<file path="src/rtl/stream_burst_arbiter.sv">
// Multi-channel pixel stream arbiter: per-channel FIFOs with overflow/drop handling,
// round-robin burst grants that never split a frame start from the head of a burst.
module stream_burst_arbiter #(
  parameter  int NUM_CH     = 2,
  parameter  int DATA_W     = 15,
  parameter  int FIFO_DEPTH = 16,
  parameter  int BURST      = 8,
  localparam int CH_W       = (NUM_CH > 1) ? $clog2(NUM_CH) : 1
) (
  input  logic                     clk_clk,
  input  logic                     reset_reset_n,
  input  logic [NUM_CH*DATA_W-1:0] in_st_data,
  input  logic [NUM_CH-1:0]        in_st_start,
  input  logic [NUM_CH-1:0]        in_st_dv,
  output logic [DATA_W-1:0]        out_st_data,
  output logic                     out_st_start,
  output logic [CH_W-1:0]          out_st_chan,
  output logic                     out_st_dv,
  input  logic                     out_st_ready,
  output logic [NUM_CH-1:0]        ovf_flag,
  input  logic                     ovf_clr
);

  localparam int AW = $clog2(FIFO_DEPTH);
  localparam int CW = AW + 1;
  localparam int BW = $clog2(BURST + 1);
  localparam int WW = DATA_W + 1;

  typedef enum logic [1:0] {S_IDLE, S_GRANT, S_BURST} state_t;

  state_t            r_state;
  state_t            w_state_nxt;

  logic [WW-1:0]     r_mem    [NUM_CH][FIFO_DEPTH];
  logic [AW-1:0]     r_wr_ptr [NUM_CH];
  logic [AW-1:0]     r_rd_ptr [NUM_CH];
  logic [CW-1:0]     r_count  [NUM_CH];
  logic [NUM_CH-1:0] r_drop;
  logic [NUM_CH-1:0] r_ovf;
  logic [CH_W-1:0]   r_grant;
  logic [BW-1:0]     r_beats;

  logic [NUM_CH-1:0] w_full;
  logic [NUM_CH-1:0] w_empty;
  logic [NUM_CH-1:0] w_wr;
  logic [NUM_CH-1:0] w_rd;
  logic [NUM_CH-1:0] w_ovf_set;
  logic              w_xfer;
  logic [AW-1:0]     w_rd_ptr_nxt;
  logic [WW-1:0]     w_head;
  logic              w_next_start;
  logic [CW-1:0]     w_gcnt_nxt;
  logic              w_burst_end;
  logic [CH_W-1:0]   w_cand;
  logic [CH_W-1:0]   w_sel;
  logic              w_sel_vld;

  // Full is judged on the pre-cycle count, so a same-cycle pop never rescues a write.
  // NOTE: every always_comb output gets a default first so no path infers a latch.
  always_comb begin
    w_full    = '0;
    w_empty   = '0;
    w_wr      = '0;
    w_rd      = '0;
    w_ovf_set = '0;
    w_xfer    = (r_state == S_BURST) && out_st_ready;
    for (int k = 0; k < NUM_CH; k++) begin
      w_full[k]    = (r_count[k] == CW'(FIFO_DEPTH));
      w_empty[k]   = (r_count[k] == '0);
      w_wr[k]      = in_st_dv[k] && !w_full[k] && (!r_drop[k] || in_st_start[k]);
      w_ovf_set[k] = in_st_dv[k] && w_full[k] && !r_drop[k];
      w_rd[k]      = w_xfer && (r_grant == CH_W'(k));
    end
  end

  // The word following the popped one decides whether a frame start closes the burst.
  always_comb begin
    w_rd_ptr_nxt = r_rd_ptr[r_grant] + AW'(1);
    w_head       = r_mem[r_grant][r_rd_ptr[r_grant]];
    w_next_start = (r_count[r_grant] > CW'(1)) ? r_mem[r_grant][w_rd_ptr_nxt][DATA_W]
                                               : in_st_start[r_grant];
    w_gcnt_nxt   = r_count[r_grant] + CW'(w_wr[r_grant]) - CW'(1);
    w_burst_end  = w_xfer && ((r_beats == BW'(BURST - 1)) || (w_gcnt_nxt == '0) || w_next_start);
  end

  always_comb begin
    w_sel_vld = 1'b0;
    w_sel     = '0;
    w_cand    = '0;
    for (int i = 1; i <= NUM_CH; i++) begin
      w_cand = CH_W'((int'(r_grant) + i) % NUM_CH);
      if (!w_sel_vld && !w_empty[w_cand]) begin
        w_sel_vld = 1'b1;
        w_sel     = w_cand;
      end
    end
  end

  always_comb begin
    w_state_nxt  = r_state;
    out_st_dv    = 1'b0;
    out_st_data  = '0;
    out_st_start = 1'b0;
    out_st_chan  = '0;
    case (r_state)
      S_IDLE:  if (|(~w_empty)) w_state_nxt = S_GRANT;
      S_GRANT: w_state_nxt = w_sel_vld ? S_BURST : S_IDLE;
      S_BURST: begin
        out_st_dv    = 1'b1;
        out_st_data  = w_head[DATA_W-1:0];
        out_st_start = w_head[DATA_W];
        out_st_chan  = r_grant;
        if (w_burst_end) w_state_nxt = S_IDLE;
      end
      default: w_state_nxt = S_IDLE;
    endcase
  end

  always_ff @(posedge clk_clk) begin
    if (!reset_reset_n) r_state <= S_IDLE;
    else                r_state <= w_state_nxt;
  end

  // Pointer reset to the last channel makes channel 0 the first one searched.
  always_ff @(posedge clk_clk) begin
    if (!reset_reset_n) begin
      r_grant <= CH_W'(NUM_CH - 1);
      r_beats <= '0;
      r_drop  <= '1;
      r_ovf   <= '0;
      for (int k = 0; k < NUM_CH; k++) begin
        r_wr_ptr[k] <= '0;
        r_rd_ptr[k] <= '0;
        r_count[k]  <= '0;
      end
    end else begin
      if (r_state == S_GRANT) begin
        if (w_sel_vld) r_grant <= w_sel;
        r_beats <= '0;
      end else if (w_xfer) begin
        r_beats <= r_beats + BW'(1);
      end
      r_ovf <= (r_ovf & ~{NUM_CH{ovf_clr}}) | w_ovf_set;
      for (int k = 0; k < NUM_CH; k++) begin
        if (w_wr[k]) r_wr_ptr[k] <= r_wr_ptr[k] + AW'(1);
        if (w_rd[k]) r_rd_ptr[k] <= r_rd_ptr[k] + AW'(1);
        r_count[k] <= r_count[k] + CW'(w_wr[k]) - CW'(w_rd[k]);
        if (w_ovf_set[k])           r_drop[k] <= 1'b1;
        else if (w_wr[k] && r_drop[k]) r_drop[k] <= 1'b0;
      end
    end
  end

  // NOTE: storage has no reset; the pointers and counts alone define what is valid.
  always_ff @(posedge clk_clk) begin
    for (int k = 0; k < NUM_CH; k++) begin
      if (w_wr[k]) r_mem[k][r_wr_ptr[k]] <= {in_st_start[k], in_st_data[k*DATA_W +: DATA_W]};
    end
  end

  assign ovf_flag = r_ovf;

endmodule

</file>
<file path="config.mk">
export PLATFORM = sky130hd
export DESIGN_NAME = stream_burst_arbiter
export DESIGN_NICKNAME = d
export VERILOG_FILES = /design/src/rtl/stream_burst_arbiter.sv
export SDC_FILE = /design/constraint.sdc
export NUM_CORES = 1
export LEC_CHECK = 0
export BUFFER_PORTS_ARGS = -buffer_cell sky130_fd_sc_hd__buf_2
export CAP_MARGIN = 20
export CORE_ASPECT_RATIO = 0.6
export CORE_MARGIN = 2
export CORE_UTILIZATION = 40
export CTS_CLUSTER_DIAMETER = 150
export CTS_CLUSTER_SIZE = 25
export DETAILED_ROUTE_END_ITERATION = 8
export SETUP_SLACK_MARGIN = 0.15
export SYNTH_ARGS = -nofsm -noshare
export SYNTH_HDL_FRONTEND = slang
export SYNTH_SLANG_ARGS = --single-unit
export TNS_END_PERCENT = 30
</file>
<file path="constraint.sdc">
create_clock -name clk_clk -period 3.4 [get_ports clk_clk]
set_input_delay 0.17 -clock clk_clk [delete_from_list [all_inputs] [get_ports clk_clk]]
set_output_delay 0.17 -clock clk_clk [all_outputs]
set_load 0.005 [all_outputs]
</file>
=== Word-level counts from Yosys, hierarchy flattened ===
Memories as Yosys holds them, arrays and structs flattened. A register that Yosys moved wholly into a read port is not among the register bits.
Cells that the tools add are included.

* Logic and storage cells: 152
* RAM bits: 538
* Flip-flop bits (word level): 11
* Memories: 4
* Output and inout bits: 20
* Bits of input ports: 38

* Bitwise operators: 16
* Reduce and logical (&&, ||, !) cells: 36
* $lt $le $gt $ge: 10
* Equal/unequal tests: 7
* Mux-type cells: 59
* Add/subtract/negate cells: 14

{| class="wikitable"
|+ Memory list
! name !! depth !! bits a word !! read ports !! clocked after memory_dff !! write ports !! line !! text
|-
| r_mem || 2 || 256 || 1 || 1 || 2 || 34 || <nowiki>logic [WW-1:0] r_mem [NUM_CH][FIFO_DEPTH];</nowiki>
|-
| r_count || 2 || 5 || 3 || 1 || 2 || 37 || <nowiki>logic [CW-1:0] r_count [NUM_CH];</nowiki>
|-
| r_rd_ptr || 2 || 4 || 3 || 1 || 2 || 36 || <nowiki>logic [AW-1:0] r_rd_ptr [NUM_CH];</nowiki>
|-
| r_wr_ptr || 2 || 4 || 2 || 0 || 2 || 35 || <nowiki>logic [AW-1:0] r_wr_ptr [NUM_CH];</nowiki>
|}

{| class="wikitable"
|+ Operator list
! kind !! count
|-
| 2-to-1 mux 256 bit || 2
|-
| binary-select mux 16 bit (select 4 bit) || 2
|-
| demux 16 bit (select 4 bit) || 2
|-
| 2-to-1 mux 16 bit || 6
|-
| 2-to-1 mux 1 bit || 36
|-
| adder 4 x 1 -> 4 bit (second input constant) || 6
|-
| >= comparator 5 bit (second input constant) || 4
|-
| NOT 4 -> 5 bit || 4
|-
| logical AND 1 bit || 17
|-
| 2-to-1 mux 4 bit || 4
|-
| adder 5 x 1 -> 5 bit || 3
|-
| logical NOT 5 bit || 3
|-
| 2-to-1 mux 15 bit || 1
|-
| == test 5 bit (second input constant) || 2
|-
| less-than comparator 5 x 1 -> 1 bit (second input constant) || 2
|-
| 2-to-1 mux 5 bit || 2
|-
| subtractor 5 x 1 -> 5 bit || 2
|-
| OR reduction 2 bit || 4
|-
| less-than comparator 1 x 2 -> 1 bit (second input constant) || 3
|-
| 2-to-1 mux 2 bit || 3
|-
| OR 1 bit || 6
|-
| case mux 2 bit (3 select lines) || 1
|-
| > comparator 5 x 1 -> 1 bit (second input constant) || 1
|-
| logical NOT 1 bit || 5
|-
| 13 further kinds || 21
|}

=== Logic depth before layout (Yosys ltp) ===
* Word-level depth: 14
* Gate-level depth with buffers: 16

=== Worst setup path after synthesis ===
Ideal clock, no wire load.

* Path type: register to register
* From: memory r_count[0][2] in the netlist's numbering
* To: memory r_mem[0][192] in the netlist's numbering, enable pin
* Slack: 0.469 ns
* Cell stages (with the launch flop): 8
* Data arrival time: 2.521 ns
* Clock period less this slack: 2.931 ns
* Data required time: 2.991 ns
* Setup time: 0.409 ns
* Path through: dfxtp_1 inv_1 ha_1 nor2b_1 and3_1 nor2_1 nand2_1 nor3_1

{| class="wikitable"
|+ RTL lines
! element !! line
|-
| start: declaration || 37
|-
| end: declaration || 34
|}

==> summary.md <==
| Metric | Value |
|---|---|
| Reg clk slew, reported paths | `between 0.1 and 0.15 ns` |
| CTS root buffer | `clkbuf_16` |
| Commonest cells in the netlist | `edfxtp_1 (528), a211oi_1 (211), mux2i_1 (141), nor2b_1 (127), a21oi_1 (61)` |
| Die Ht | `approximately 190 um` |
| Vias/cell | `a little under 6` |
| Final setup vio count | `0` |
| Syn Nets | `approximately 1600` |
| Power Dens Cells | `580.2 nW/um^2` |
| TritonCTS buffer count | `25` |
| Fin cells | `approximately 2500` |
| Total track usage | `approximately 22%` |
| Die area | `about 60000 um^2` |
| Min-delay worst type | `in -> reg` |
| # nets final | `about 1700` |
| # fillers | `between 5000 and 6000` |
| Via count | `approximately 14000` |
| Area of the multi-input gates | `6541 um^2` |
| First-pass GRT wire length | `between 90000 and 100000 um` |
| Worst-Margin Slew | `roughly 1.0 ns` |
| Worst Skew | `0.01623 ns` |
| GP Congestion | `0.8926` |
| Crit path DAT | `around 3.1 ns` |
| Cell count after synthesis | `1546` |
| VDD IR max | `between 0.0003 and 0.0004 V` |
| Wire per inst | `about 28 um` |
| Synthesized area | `around 23000 um^2` |
| DRC | `0` |
| Dominant cell type by area after synthesis | `edfxtp_1` |
| Most common cell in the netlist | `edfxtp_1` |
| CP Class | `reg -> out` |
| Post-Synth Simple-Gate Area | `under 10%` |
| RSZ-0062 raised after global routing | `true` |
| GR Overflow Total | `0` |
| Setup Total Neg Slack | `0 ns` |
| Max transition margin | `30.78%` |
| Ys flop type | `edfxtp_1` |
| Worst EP required | `about 3.2 ns` |
| I/O pin cnt | `a little under 60` |
| H-tree levels | `1` |
| Busiest grt layer | `met1` |
| Synth top area cells | `edfxtp_1 (68%), a211oi_1 (6.8%), mux2i_1 (6.1%)` |
| Placed insts | `~2400` |
| Die width | `315.5 um` |
| Syn Area/Cell | `roughly 15 um^2` |
| Ys Warns | `0` |
| FF+latch count, synth | `550` |
| Met1 usage | `between 30 and 40%` |
| Cell Rows | `68` |
| Port Buffers | `between 50 and 60` |
| Critical path peak fanout | `42` |
| Post-layout util | `roughly 46%` |
| Initial Util | `40.50%` |
| Vias in the first global route | `12706` |
| Grt met2 use | `about a quarter` |
| Total placed instance area | `approximately 25000 um^2` |
| Fraction of synthesized area in multiplexers | `slightly above 7%` |
| Synth Area in Compound Gates | `a little under an eighth` |
| CTS tree | `done` |
| Pwr Total | `~15 mW` |
| Area growth, synth to finish | `13.19%` |
| Initial drt markers | `~2300` |
| TritonRoute pass-1 iters | `5` |
| Routed Antenna Nets | `0` |
| Static Leakage | `a little under 9 nW` |
| Final period utilization | `a little over nine tenths` |
| Top cell type's share of synthesized area | `~70%` |
| Hpwl dp | `roughly 47000 um` |
| Design area | `about 26000 um^2` |
| Maximum Capacitance Violations | `0` |
| Post-synthesis adder-cell area fraction | `1.568%` |
| Clk_lat worst skew | `approximately 0.6 ns` |
| Final min period | `around 3.3 ns` |
| Initial antenna violation count | `0` |
| Achievable clock frequency | `0.3027 GHz` |
| Post-synth EDFFs | `about 530` |
| Layout cell share with drive strength beyond 1 | `about 16%` |
| Startpoint Class | `register` |
| Ys async rst share | `0%` |
| Share of the yosys chip area belonging to registers | `a little over two thirds` |
| Met3 Usage GRT | `roughly a tenth` |
| Count of pins over their slew limit | `0` |
| Status | `completed` |
| Worst-case clock buffer depth | `3` |
| Largest family of logic cells by synthesized area | `compound AO/OA/AOI/OAI gates` |
| Final Hold Vio Count | `0` |
| Post-Synth XOR/XNOR Area | `less than 1%` |
| Crit. End Element | `primary output` |
| Core ar. | `57520 um^2` |
| Routed WL | `between 60000 and 70000 um` |
| Largest net degree at the start of global routing | `about 160` |
| Seq. cell area | `16300 um^2` |
| CTS Sinks | `550` |
| Count of different cell masters after synthesis | `48` |
[final cells by class]
class | instances | share of cell area [%]
Clock inverter | 1 | 0.03322
Tap cell | 770 | 3.654
Sequential cell | 550 | 61.82
Timing Repair Buffer | 214 | 6.558
Multi-Input combinational cell | 853 | 24.81
Inverter | 32 | 0.4556
Clock buffer | 45 | 2.658
Antenna cell | 1 | 0.009491
[cells by family (layout without fill, tap and decap cells)]
group	after synthesis	in the layout
DFF	550	550
AOI/OAI and AO/OA	367	367
and+or+nand+nor	280	280
muxes	158	158
buffers and inverters	143	292
adders and majority gates	28	28
xor gates and xnor gates	20	20
other	0	1
[worst max-delay path, stage by stage, from the launching register on]
cell,delay (ns)
edfxtp_1,0.43
buf_12,0.20
buf_4,0.24
a211oi_1,0.77
a211oi_1,0.10
o311ai_0,0.36
a21oi_1,0.19
buf_2,0.19
[worst paths after layout]
path | to | from | slack, ns | cells after the start
hold / removal | r_mem[0][55] | in_st_data[7] | 0.04 | 1
setup / recovery | out_st_data[0] | r_rd_ptr[0][0] | 0.1 | 7
setup reg to reg | r_state[1] | r_count[0][2] | 0.45 | 13
hold reg to reg | ovf_flag[1] | r_drop[1] | 0.60 | 2
[layout by cell type, fill, tap and decap left out, types with 9 or more instances in the layout]
cell type,netlist,routed
edfxtp_1,528,528
a211oi_1,211,203
mux2i_1,141,138
nor2b_1,127,127
buf_4,2,108
a21oi_1,61,61
buf_2,46,57
nand2_1,38,38
dlygate4sd3_1,0,36
inv_1,31,31
a211o_1,29,29
o311ai_0,29,29
ha_1,26,26
clkbuf_16,0,26
nor2_1,49,25
nor2_2,0,24
dfxtp_1,22,21
clkbuf_1,47,20
o21ai_0,17,17
nand3_1,15,15
and2_1,12,12
xnor2_1,12,12
buf_12,0,11
nand2b_1,9,9
mux2_2,9,9
[registers in the layout, summed over array words and instances (netlist names), named ones only]
register and cells:
r_rd_ptr 8, r_count 10, r_grant 1, r_drop 2, r_beats 4, ovf_flag 2
r_state 2, r_mem 512, r_wr_ptr 8
[through the flow]
stage	hold WS [ns]	setup slack (ns)
detailed placement	0.4576	0.5243
global route	0.01264	0.06969
CTS	0.003897	0.1739
floorplan	0.2689	0.4695
finish	0.03767	0.09622
global placement	0.4418	0.6606
[power breakdown]
| group | leakage [nW] | switching, mW | internal [mW] |
|---|---|---|---|
| Combinational | 3.43 | 2.51 | 1.44 |
| Clock | 0.336 | 2.06 | 1.42 |
| Sequential | 4.96 | 0.206 | 7.67 |
[repair_timing]
| action | 4_1_cts | 5_1_grt |
|---|---|---|
| buffers inserted | 1 | 4 |
| cloned | 0 | 1 |
| endpoints found under the hold margin | 461 | 0 |
| endpoints found under the setup margin | 9 | 15 |
| hold buffers | 36 | 0 |
| resized for setup | 5 | 5 |
[routing by layer]
layer,wire [um],vias to the layer above
met1,33210,7284
met2,23600,803
met3,10680,49
met5,0,-
met4,907,0
li1,-,6274
Note: power is estimated with default switching activity, not from simulation.
